File: config.mk
export PLATFORM = sky130hd
export DESIGN_NAME = term_ctrl
export DESIGN_NICKNAME = d
export VERILOG_FILES = /design/src/rtl/term_ctrl.sv
export SDC_FILE = /design/constraint.sdc
export NUM_CORES = 1
export LEC_CHECK = 0
export CAP_MARGIN = 5
export CORE_ASPECT_RATIO = 2
export CORE_MARGIN = 2
export CORE_UTILIZATION = 50
export CTS_BUF_LIST = sky130_fd_sc_hd__clkbuf_8
export DETAILED_ROUTE_END_ITERATION = 8
export PLACE_DENSITY = 0.71
export SLEW_MARGIN = 20
export SYNTH_ARGS = -nofsm -noshare
export SYNTH_HDL_FRONTEND = slang
export SYNTH_SLANG_ARGS = --single-unit
File: constraint.sdc
create_clock -name clock -period 9.6 [get_ports clock]
set_input_delay 0.96 -clock clock [delete_from_list [all_inputs] [get_ports clock]]
set_output_delay 0.96 -clock clock [all_outputs]
set_load 0.005 [all_outputs]
File: src/rtl/term_ctrl.sv
// Text terminal controller: buffers keystrokes in a small FIFO and turns them into
// video-memory cell writes, tracking the cursor and a circular scroll base.
module term_ctrl #(
  parameter int COLS       = 70,
  parameter int ROWS       = 30,
  parameter int FIFO_DEPTH = 4
) (
  input  logic       clock,
  input  logic       reset,
  input  logic       key_valid,
  input  logic [7:0] key_ascii,
  output logic       key_ready,
  output logic       overflow,
  output logic       wr_en,
  output logic [6:0] wr_x,
  output logic [4:0] wr_y,
  output logic [7:0] wr_data,
  output logic [4:0] scroll_base,
  output logic [6:0] cur_x,
  output logic [4:0] cur_y,
  output logic       busy
);

  localparam int PW = (FIFO_DEPTH > 1) ? $clog2(FIFO_DEPTH) : 1;
  localparam int CW = $clog2(FIFO_DEPTH + 1);
  localparam logic [6:0]    LAST_X  = 7'(COLS - 1);
  localparam logic [4:0]    LAST_Y  = 5'(ROWS - 1);
  localparam logic [PW-1:0] LAST_P  = PW'(FIFO_DEPTH - 1);
  localparam logic [CW-1:0] FULL_C  = CW'(FIFO_DEPTH);
  localparam logic [7:0]    SPACE   = 8'h20;

  typedef enum logic [1:0] {
    ST_INIT  = 2'd0,
    ST_IDLE  = 2'd1,
    ST_CLEAR = 2'd2
  } state_t;

  state_t        state_r;
  logic [6:0]    fill_x_r;
  logic [4:0]    fill_y_r;
  logic [7:0]    fifo_mem_r [FIFO_DEPTH];
  logic [PW-1:0] rd_ptr_r;
  logic [PW-1:0] wr_ptr_r;
  logic [CW-1:0] count_r;
  logic [CW-1:0] count_nxt_s;
  logic          push_s;
  logic          pop_s;
  logic [7:0]    head_s;

  logic          act_write_s;
  logic [6:0]    act_x_s;
  logic [4:0]    act_row_s;
  logic [7:0]    act_data_s;
  logic [6:0]    new_x_s;
  logic [4:0]    new_y_s;
  logic          adv_s;
  logic          scroll_s;

  // Wrap a logical row onto the circular physical row space without exceeding ROWS-1.
  function automatic logic [4:0] phys_row(input logic [4:0] base, input logic [4:0] row);
    logic [5:0] sum;
    sum = {1'b0, base} + {1'b0, row};
    if (sum >= 6'(ROWS)) begin
      phys_row = 5'(sum - 6'(ROWS));
    end else begin
      phys_row = sum[4:0];
    end
  endfunction

  assign push_s = key_valid && key_ready;
  assign pop_s  = (state_r == ST_IDLE) && (count_r != {CW{1'b0}});
  assign head_s = fifo_mem_r[rd_ptr_r];

  // FIFO occupancy after this cycle's push/pop.
  always_comb begin
    count_nxt_s = count_r;
    case ({push_s, pop_s})
      2'b10:   count_nxt_s = count_r + {{(CW-1){1'b0}}, 1'b1};
      2'b01:   count_nxt_s = count_r - {{(CW-1){1'b0}}, 1'b1};
      default: count_nxt_s = count_r;
    endcase
  end

  // Key FIFO storage, pointers, registered ready and sticky overflow.
  always_ff @(posedge clock or posedge reset) begin
    if (reset) begin
      rd_ptr_r  <= {PW{1'b0}};
      wr_ptr_r  <= {PW{1'b0}};
      count_r   <= {CW{1'b0}};
      key_ready <= 1'b1;
      overflow  <= 1'b0;
      for (int i = 0; i < FIFO_DEPTH; i++) begin
        fifo_mem_r[i] <= 8'h00;
      end
    end else begin
      if (push_s) begin
        fifo_mem_r[wr_ptr_r] <= key_ascii;
        wr_ptr_r <= (wr_ptr_r == LAST_P) ? {PW{1'b0}} : wr_ptr_r + {{(PW-1){1'b0}}, 1'b1};
      end
      if (pop_s) begin
        rd_ptr_r <= (rd_ptr_r == LAST_P) ? {PW{1'b0}} : rd_ptr_r + {{(PW-1){1'b0}}, 1'b1};
      end
      count_r   <= count_nxt_s;
      key_ready <= (count_nxt_s != FULL_C);
      overflow  <= overflow | (key_valid & ~key_ready);
    end
  end

  // Decode the FIFO head into a cell write and the next cursor position.
  always_comb begin
    act_write_s = 1'b0;
    act_x_s     = cur_x;
    act_row_s   = cur_y;
    act_data_s  = SPACE;
    new_x_s     = cur_x;
    new_y_s     = cur_y;
    adv_s       = 1'b0;
    scroll_s    = 1'b0;
    if ((head_s >= 8'h20) && (head_s <= 8'h7E)) begin
      act_write_s = 1'b1;
      act_data_s  = head_s;
      if (cur_x == LAST_X) begin
        new_x_s = 7'd0;
        adv_s   = 1'b1;
      end else begin
        new_x_s = cur_x + 7'd1;
      end
    end else if ((head_s == 8'h0A) || (head_s == 8'h0D)) begin
      new_x_s = 7'd0;
      adv_s   = 1'b1;
    end else if (head_s == 8'h08) begin
      if (cur_x != 7'd0) begin
        new_x_s     = cur_x - 7'd1;
        act_x_s     = cur_x - 7'd1;
        act_write_s = 1'b1;
      end else if (cur_y != 5'd0) begin
        new_x_s     = LAST_X;
        new_y_s     = cur_y - 5'd1;
        act_x_s     = LAST_X;
        act_row_s   = cur_y - 5'd1;
        act_write_s = 1'b1;
      end else begin
        act_write_s = 1'b0;
      end
    end else begin
      act_write_s = 1'b0;
    end
    // Line-advance on the bottom row scrolls instead of moving the cursor.
    if (adv_s) begin
      if (cur_y != LAST_Y) begin
        new_y_s = cur_y + 5'd1;
      end else begin
        scroll_s = 1'b1;
      end
    end else begin
      scroll_s = 1'b0;
    end
  end

  // Main FSM: screen fill after reset, key processing, and bottom-row clear after scroll.
  always_ff @(posedge clock or posedge reset) begin
    if (reset) begin
      state_r     <= ST_INIT;
      fill_x_r    <= 7'd0;
      fill_y_r    <= 5'd0;
      wr_en       <= 1'b0;
      wr_x        <= 7'd0;
      wr_y        <= 5'd0;
      wr_data     <= 8'h00;
      scroll_base <= 5'd0;
      cur_x       <= 7'd0;
      cur_y       <= 5'd0;
      busy        <= 1'b1;
    end else begin
      case (state_r)
        ST_INIT: begin
          wr_en   <= 1'b1;
          wr_x    <= fill_x_r;
          wr_y    <= fill_y_r;
          wr_data <= SPACE;
          if (fill_x_r == LAST_X) begin
            fill_x_r <= 7'd0;
            if (fill_y_r == LAST_Y) begin
              fill_y_r <= 5'd0;
              state_r  <= ST_IDLE;
              busy     <= 1'b0;
            end else begin
              fill_y_r <= fill_y_r + 5'd1;
            end
          end else begin
            fill_x_r <= fill_x_r + 7'd1;
          end
        end
        ST_IDLE: begin
          if (pop_s) begin
            wr_en   <= act_write_s;
            wr_x    <= act_x_s;
            wr_y    <= phys_row(scroll_base, act_row_s);
            wr_data <= act_data_s;
            cur_x   <= new_x_s;
            cur_y   <= new_y_s;
            if (scroll_s) begin
              // The new physical bottom row is the row that used to be on top.
              scroll_base <= (scroll_base == LAST_Y) ? 5'd0 : scroll_base + 5'd1;
              fill_x_r    <= 7'd0;
              fill_y_r    <= scroll_base;
              state_r     <= ST_CLEAR;
              busy        <= 1'b1;
            end else begin
              state_r <= ST_IDLE;
            end
          end else begin
            wr_en <= 1'b0;
          end
        end
        ST_CLEAR: begin
          wr_en   <= 1'b1;
          wr_x    <= fill_x_r;
          wr_y    <= fill_y_r;
          wr_data <= SPACE;
          if (fill_x_r == LAST_X) begin
            fill_x_r <= 7'd0;
            state_r  <= ST_IDLE;
            busy     <= 1'b0;
          end else begin
            fill_x_r <= fill_x_r + 7'd1;
          end
        end
        default: begin
          state_r  <= ST_INIT;
          fill_x_r <= 7'd0;
          fill_y_r <= 5'd0;
          wr_en    <= 1'b0;
          busy     <= 1'b1;
        end
      endcase
    end
  end

endmodule

# ---- Word level (Yosys, flattened, before mapping)
# Cells that the tools add are included.
dict set report totals {
  register_bits 94
  latchBits 0
  ramBits 0
  rom_bits 0
  input_bits 11
  out_inout_bits 41
  word_cells 149
  mem_count 0
}
dict set report classes {
  addsub 13
  multipliers 0
  n_div 0
  n_lt_le_gt_ge 6
  eq_ne 20
  shifts 0
  mux 66
  bitwise 6
  n_reduce_logical 18
}
# op n
set ops {}
lappend ops {{$mux 7} 12}
lappend ops {{$mux 5} 14}
lappend ops {{$mux 8} 5}
lappend ops {{$bwmux 32} 1}
lappend ops {{$pmux 7 s2} 2}
lappend ops {{$eq 8x4->1 const B} 3}
lappend ops {{$bmux 8 s2} 1}
lappend ops {{$demux 8 s2} 1}
lappend ops {{$mux 1} 16}
lappend ops {{$pmux 8 s2} 1}
lappend ops {{$add 5x1->5 const B} 3}
lappend ops {{$pmux 5 s3} 1}
lappend ops {{$add 7x1->7 const B} 2}
lappend ops {{$eq 7x7->1 const B} 2}
lappend ops {{$mux 2} 7}
lappend ops {{$eq 5x5->1 const B} 2}
lappend ops {{$ne 2x2->1 const B} 5}
lappend ops {{$pmux 5 s2} 1}
lappend ops {{$eq 2x2->1 const B} 4}
lappend ops {{$ge 8x6->1 const B} 1}
lappend ops {{$le 8x7->1 const B} 1}
lappend ops {{$reduce_and 4->1} 2}
lappend ops {{$reduce_bool 7->1} 1}
lappend ops {{$sub 7x1->7 const B} 1}
lappend ops {{30 further kinds} 40}

# ---- Logic depth before layout (Yosys ltp)
# Gate-level depths: netlist (run 1).
dict set report depth {
  depth_word 13
  mapped_depth 15
  depth_no_buf 14
}

# ---- Least setup slack after synthesis (run 1)
# OpenSTA, ideal clock, no wires.
dict set report synth_timing {
  path_kind {reg-to-reg}
  start {register rd_ptr_r[0]}
  end {register wr_y[3]}
  setup_ps 136
  t_arrival_ps 4155
  required_ps 9464
  setup_slack_ps 5309
  stages_incl_launch_ff 16
  n_path_buf 1
  period_less_slack_ps 4291
  cell_sequence {dfrtp_1 > buf_6 > mux4_2 > or4b_4 > nor2_8 > nand3_1 > xnor2_1 > ha_1 > fa_1 > a21o_1 > a21oi_1 > xor2_1 > o311ai_0 > nand2_1 > xnor2_1 > o21ai_0}
}
dict set report synth_between {
  elab_chain_cells 13
  word_cells_on_any_way 20
  classes_between {add/sub (2); order compare (3); eq/ne (3); mux (9); bitwise (1); reduce/logical (2)}
}
# element line
set synth_lines {}
lappend synth_lines {{from (decl)} 42} ;# logic [PW-1:0] rd_ptr_r;
lappend synth_lines {{from (signal assigned)} 87} ;# rd_ptr_r <= {PW{1'b0}};
lappend synth_lines {{from (signal assigned)} 101} ;# rd_ptr_r <= (rd_ptr_r == LAST_P) ? {PW{1'b0}} : rd_ptr_r + {{(PW-1){1'b0}}, 1'b1};
lappend synth_lines {{$not 2->3 (not written as such) (*)} 72} ;# assign head_s = fifo_mem_r[rd_ptr_r];
lappend synth_lines {{$bmux 8 s2 (*)} 72}
lappend synth_lines {{$mux 8 (not written as such) (*) (2 in a row)} 72}
lappend synth_lines {{branches (longest 3 deep; another with $ge 8x6->1)} n/a}
lappend synth_lines {{$mux 5 (*)} 119} ;# if ((head_s >= 8'h20) && (head_s <= 8'h7E)) begin
lappend synth_lines {{$add 5x5->6 (*)} 62} ;# sum = {1'b0, base} + {1'b0, row};
lappend synth_lines {{$sub 5x5->5 or $ge 6x5->1 (tied branches)} {64, 63}}
lappend synth_lines {{$mux 5 (*)} 63} ;# if (sum >= 6'(ROWS)) begin
lappend synth_lines {{$mux 5 (*)} 195} ;# if (pop_s) begin
lappend synth_lines {{$pmux 5 s2 (*)} 175} ;# case (state_r)
lappend synth_lines {{to (signal assigned)} 179} ;# wr_y <= fill_y_r;
lappend synth_lines {{to (signal assigned)} 198} ;# wr_y <= phys_row(scroll_base, act_row_s);
lappend synth_lines {{to (signal assigned)} 219} ;# wr_y <= fill_y_r;
lappend synth_lines {{to (decl)} 16} ;# output logic [4:0] wr_y,
# Every way passes the cells marked *. The select of a mux whose other input is x is not followed.
# A chain may end at the register's enable or synchronous reset.

# ---- Worst setup path after layout (run 1)
# Same ends and word-level chain as after synthesis.

==> metrics.yaml, run 1 <==
ys_warn_count: 0
synth-main-ff-cell: "dfrtp_1"
cpMostUsedCell: "xnor2_1"
reg2reg_from: "rd_ptr_r[0]"
cts_tree: "yes"
gp_congestion: 0.868
ir_drop_mv: 0.164
hp-class: "flop to flop"
ys_async_sr_fraction_pct: 100
ys_ff_latch: 94
dp_hpwl_mm: 9.79
synth_nets: 557
firstDrtPassIters: 5
grt_pass1_wl_mm: 20.7
cpPeakStageDelay_ns: 0.70
critPathMaxFanout: 11
track_usage_pct: 23.1
viasPerCell: 5.98
status: "completed"
design.core.area_um2: 10400
num_rows: 53
clock_path_buffers: 2
wl_per_cell_um: 18.3
fmax_ghz: 0.202
ys_types: 67
path_clk_slew_ns: 0.09
start_util_pct: 50.9
drv_slew: 0
cts-root-buf: "clkbuf_8"
hold_viol: 0
grt_overflow_total: 0
vias: 4189
die_area_um2: 11500
hold_start: "overflow"
cp.required_ns: 9.84
routed_wirelength_mm: 12.8
power.density_nw_per_um2: 174
netlist_area_um2: 5300
fin_nets: 598
power.leakage_nw: 2.58
cp-startpoint: "rd_ptr_r[0]"
cts_repair_resize_count: 0
h-tree-depth: 3
die_w_um: 76.8
tightest_slew_ns: 0.752
crit_type: "flop to flop"
synthCells: 518
drive_gt1_share_pct: 14.0
grt_pass1_vias: 4266
synth_top_area_share_pct: 43.4
syn_to_final_growth_pct: 14.9
syn_area_per_cell_um2: 10.2
die_height_um: 150
maxCapViolCount: 0
fin_ws_ns: 4.65
setup_viol: 0
yosysTopAreaCell: "dfrtp_1"
grt_max_degree: 54
cts_buffers: 9
fin_crit_sh_pct: 51.5
crit_path_start_kind: "flop"
num_io_pins: 52
cts_hold_buf: 0
drt.antenna.violating_nets: 0
final_cell_count_no_fill: 701
post-place-ws_ns: 4.66
yosysSeqAreaShare_pct: 44.4
netlist_top_cells_area: "dfrtp_1 (43%), mux2_2 (7.6%), ha_1 (6.1%), mux4_2 (3.4%), nand3_1 (3.3%)"
slew_headroom_pct: 49.8
remaining_drc_errors: 0
slowest_stage: "dfrtp_1"
endpoint_kind: "flop"
crit_chain: "mux4_2, or4b_4, nor2_8, nand3_1, xnor2_1, ha_1, fa_1, a21o_1, a21oi_1, xor2_1, o311ai_0, nand2_1, xnor2_1, o21ai_0"
clock-skew-final_ns: 0.0110
antenna_found_initial: 0
drtIter0Drc: 214
port-buffer-count: 51
setup_tns_ns: 0
cts_setup_buffers: 0
clk_latency_ns: 0.37
fin_util_pct: 58.5
placedCellCount: 685
num_antenna_cells: 0
synth_edf_count: 0
worstPathArrival_ns: 5.19
period_minus_slack_ns: 4.95
clock_sinks: 94
rsz0062_at_grt: "false"
==> cells in the final DEF, fill, tap and decap left out, types with 4 or more instances in the layout <==
cell type | Yosys | layout
xor2_1 | 4 | 4
inv_1 | 28 | 27
nor4_1 | 6 | 6
clkdlybuf4s50_1 | 0 | 51
and2_1 | 4 | 4
dfrtp_1 | 92 | 92
xnor2_1 | 5 | 5
ha_1 | 26 | 26
a22o_1 | 5 | 5
nand3_1 | 35 | 35
nand2b_1 | 6 | 6
a31oi_1 | 8 | 8
o22ai_1 | 6 | 6
o31ai_1 | 5 | 5
nor3_1 | 9 | 9
a21o_1 | 5 | 5
mux4_2 | 8 | 8
mux2_2 | 36 | 36
clkbuf_8 | 0 | 12
a21oi_1 | 23 | 23
o21ai_0 | 26 | 26
and3_1 | 7 | 7
or3_1 | 4 | 4
nor2b_1 | 6 | 6
nor2_1 | 31 | 31
nand2_1 | 44 | 44
==> sequential cells by signal, summed over array words and instances (netlist names) <==
register / cells
rd_ptr_r: 2
state_r: 2
wr_en: 1
wr_ptr_r: 2
count_r: 3
fill_y_r: 5
wr_data: 8
fifo_mem_r: 32
busy: 1
overflow: 1
cur_y: 5
key_ready: 1
fill_x_r: 7
scroll_base: 5
cur_x: 7
wr_x: 7
wr_y: 5
==> synthesized netlist by cell type (4+ instances only) <==
library cell,number
or3_1,4
a21o_1,5
mux4_2,8
nand2_1,44
nor3_1,9
nand2b_1,6
xor2_1,4
inv_1,28
ha_1,26
and2_1,4
nor4_1,6
a31oi_1,8
o21ai_0,26
dfrtp_1,92
o22ai_1,6
a22o_1,5
clkbuf_1,18
a21oi_1,23
xnor2_1,5
and3_1,7
nor2_1,31
o31ai_1,5
nand3_1,35
nor2b_1,6
mux2_2,36
==> report_power, final <==
part           total [mW]  switching (mW)  internal (mW)
clock               0.254           0.138          0.116
combinational       0.275           0.138          0.137
sequential          0.532          0.0525          0.479
==> worst paths after layout <==
kind,end,slack [ns],depth (start not counted)
max,wr_y[3],4.65,14
min,overflow,0.47,1
max reg2reg,wr_y[3],4.65,14
min reg2reg,overflow,0.47,1
max in group asynchronous,wr_data[1],7.46,3
min in group asynchronous,overflow,1.01,2
==> cell families after synthesis <==
logic type | count (synthesis) | synth area share, %
flops | 94 | 44.4
mux | 46 | 11.4
simple gates | 172 | 16.6
compound gates | 117 | 15.2
buf+inv | 52 | 4.06
fa+ha+maj | 28 | 6.89
xor+xnor | 9 | 1.49
==> stage by stage <==
stage | hold slack, ns | total power, mW | area, um^2
floorplan | 0.445 | 0.738 | 5300
global placement | 0.440 | 0.801 | 5900
detailed placement | 0.447 | 0.819 | 5900
CTS | 0.468 | 1.07 | 6090
global route | 0.492 | 1.12 | 6090
finish | 0.465 | 1.06 | 6090
==> critical path: cells and delay by family (launching register included) <==
family                     cells  cell delay, ns
AOI/OAI and AO/OA              4            1.14
DFF                            1            0.70
and+or+nand+nor                4            1.18
muxes                          1            0.65
adders and majority gates      2            0.67
xor gates and xnor gates       3            0.48
==> cell type report <==
type	count	area, um^2
fill	933	4320
multi-input combinational	372	2730
sequential	94	2350
timing repair buffer	54	533
tap	137	171
clock buffer	12	165
inverter	28	106
clock inverter	4	30.0
==> per-layer routing <==
metal	part of all wire, %	routed length, um	global-route usage (%)
met2	58	7370	44.6
met1	35	4480	23.4
met5	0	0	0
met3	3.5	449	3.26
met4	3.9	498	12.0
Power figures use the tool's default switching activity.
==> run 2: changes to the inputs <==
==> constraint.sdc (replaced) <==
create_clock -name clock -period 5 [get_ports clock]
set_input_delay 0.5 -clock clock [delete_from_list [all_inputs] [get_ports clock]]
set_output_delay 0.5 -clock clock [all_outputs]
set_load 0.005 [all_outputs]
==> metrics.yaml, run 2 (synthesis results as in run 1) <==
status: "completed"
clock_path_buffers: 2
endpoint_kind: "flop"
rsz0062_at_grt: "false"
hold_start: "overflow"
vias: 4227
tightest_slew_ns: 0.842
setup_tns_ns: 0
grt_max_degree: 50
drive_gt1_share_pct: 14.2
internal_power_mw: 1.43
hold_viol: 0
syn_to_final_growth_pct: 15.2
min_to: "overflow"
dp_hpwl_mm: 9.80
cp.required_ns: 5.24
swShare_pct: 31.0
cts_tree: "yes"
num_antenna_cells: 0
largest_register_ffs: 32
ir_drop_mv: 0.280
whs_path_depth: 1
cts-root-buf: "clkbuf_8"
track_usage_pct: 23.6
routed_wirelength_mm: 12.8
grt_overflow_total: 0
num_io_pins: 52
cts_repair_resize_count: 0
cpPeakStageDelay_ns: 0.63
fin_crit_sh_pct: 91.4
drt.antenna.violating_nets: 0
rrSetupSlack_ns: 0.43
port-buffer-count: 51
viasPerCell: 6.02
die_height_um: 150
setup_viol: 0
cpMostUsedCell: "xnor2_1"
critPathMaxFanout: 11
grt_pass1_vias: 4371
cp-startpoint: "rd_ptr_r[0]"
wl_per_cell_um: 18.3
crit_type: "flop to flop"
design.core.area_um2: 10400
die_w_um: 76.8
fin_util_pct: 58.6
p_sw_mw: 0.643
cts_buffers: 9
r2r-end: "wr_y[3]"
pwr-share-comb_pct: 25.6
clock-skew-final_ns: 0.0145
path_clk_slew_ns: 0.09
reg2reg_from: "rd_ptr_r[0]"
slew_headroom_pct: 43.8
worstPathArrival_ns: 4.81
drv_slew: 0
firstDrtPassIters: 4
num_rows: 53
grt_pass1_wl_mm: 21.2
post-place-ws_ns: 0.0514
layout.cells.most_common: "dfrtp_1"
die_area_um2: 11500
clk_latency_ns: 0.37
r2r_cells: 14
drtIter0Drc: 219
hp-class: "flop to flop"
crit_chain: "mux4_2, or4b_4, nor2_8, nand3_1, xnor2_1, ha_1, fa_1, a21o_1, a21oi_1, xor2_1, o311ai_1, nand2_1, xnor2_1, o21ai_0"
crit_path_start_kind: "flop"
fmax_ghz: 0.219
fin_nets: 599
power.density_nw_per_um2: 339
clock_sinks: 94
reg_top3: "fifo_mem_r: 32 flops, wr_data: 8 flops"
h-tree-depth: 3
start_util_pct: 50.9
seq_power_share_pct: 49.7
placed_area_um2: 5900
final_area_um2: 6110
cts_setup_buffers: 0
regMostFlops: "fifo_mem_r"
remaining_drc_errors: 0
final_cell_mix: "dfrtp_1 (91), clkdlybuf4s50_1 (51), nand2_1 (44)"
antenna_found_initial: 0
power.leakage_nw: 2.58
fin_ws_ns: 0.430
power_frac_clock_pct: 24.7
period_minus_slack_ns: 4.57
cts_hold_buf: 0
slowest_stage: "mux4_2"
gp_congestion: 0.889
maxCapViolCount: 0
==> run 2: changes by cell type in the layout (fill, tap and decap cells not counted), sizes merged <==
cell      before  now
buf            3    4
clkinv         4    3
bufinv         0    1
clkbuf        12   10
clkinvlp       1    2
inv           27   28
==> run 2: routing by layer <==
layer  global-route usage, %  wire length [um]
met1                    23.0              4600
met4                    13.6               613
met2                    45.5              7220
met3                    3.86               412
met5                       0                 0
==> run 2: final cells by class <==
type / instances / area, um^2
Clock buffer: 10 / 138
Fill cell: 906 / 4310
Timing Repair Buffer: 55 / 541
Tap cell: 137 / 171
Multi-Input combinational cell: 372 / 2730
Sequential cell: 94 / 2360
Inverter: 28 / 106
Clock inverter: 6 / 62.6
==> run 2: power by group through the flow <==
| stage | registers [mW] | clock network, mW | logic (mW) |
|---|---|---|---|
| after floorplan | 0.990 | 0 | 0.427 |
| after global placement | 1.03 | 0 | 0.511 |
| after detailed placement | 1.04 | 0 | 0.537 |
| after CTS | 1.03 | 0.524 | 0.538 |
| after global routing | 1.04 | 0.554 | 0.590 |
| final | 1.03 | 0.512 | 0.530 |
==> run 2: per-stage QoR <==
stage | hold WS [ns] | power (mW) | cells
after global placement | 0.439 | 1.54 | 686
after CTS | 0.478 | 2.09 | 702
after detailed placement | 0.450 | 1.58 | 686
after global routing | 0.485 | 2.19 | 702
final | 0.474 | 2.07 | 702
after floorplan | 0.445 | 1.42 | 518
==> run 2: critical path, delay by kind of cell, from the launching register on <==
family	cells	cell delay [ns]
flip-flops	1	0.56
adder cells (fa/ha/maj)	2	0.66
XOR/XNOR	3	0.48
AO/OA/AOI/OAI	4	0.96
AND/OR/NAND/NOR	4	1.14
multiplexers	1	0.63
==> run 2: how the worst max path moves through the flow <==
| stage | to | slack (ns) | depth (start not counted) |
|---|---|---|---|
| 6_report | wr_y[3] | 0.43 | 14 |
| 5_1_grt | wr_y[3] | 0.19 | 14 |
| 4_1_cts | wr_y[3] | 0.04 | 14 |
| 3_5_place_dp | wr_y[3] | 0.05 | 14 |
| 3_3_place_gp | wr_y[3] | 0.28 | 14 |
| 2_1_floorplan | wr_y[3] | 0.71 | 15 |
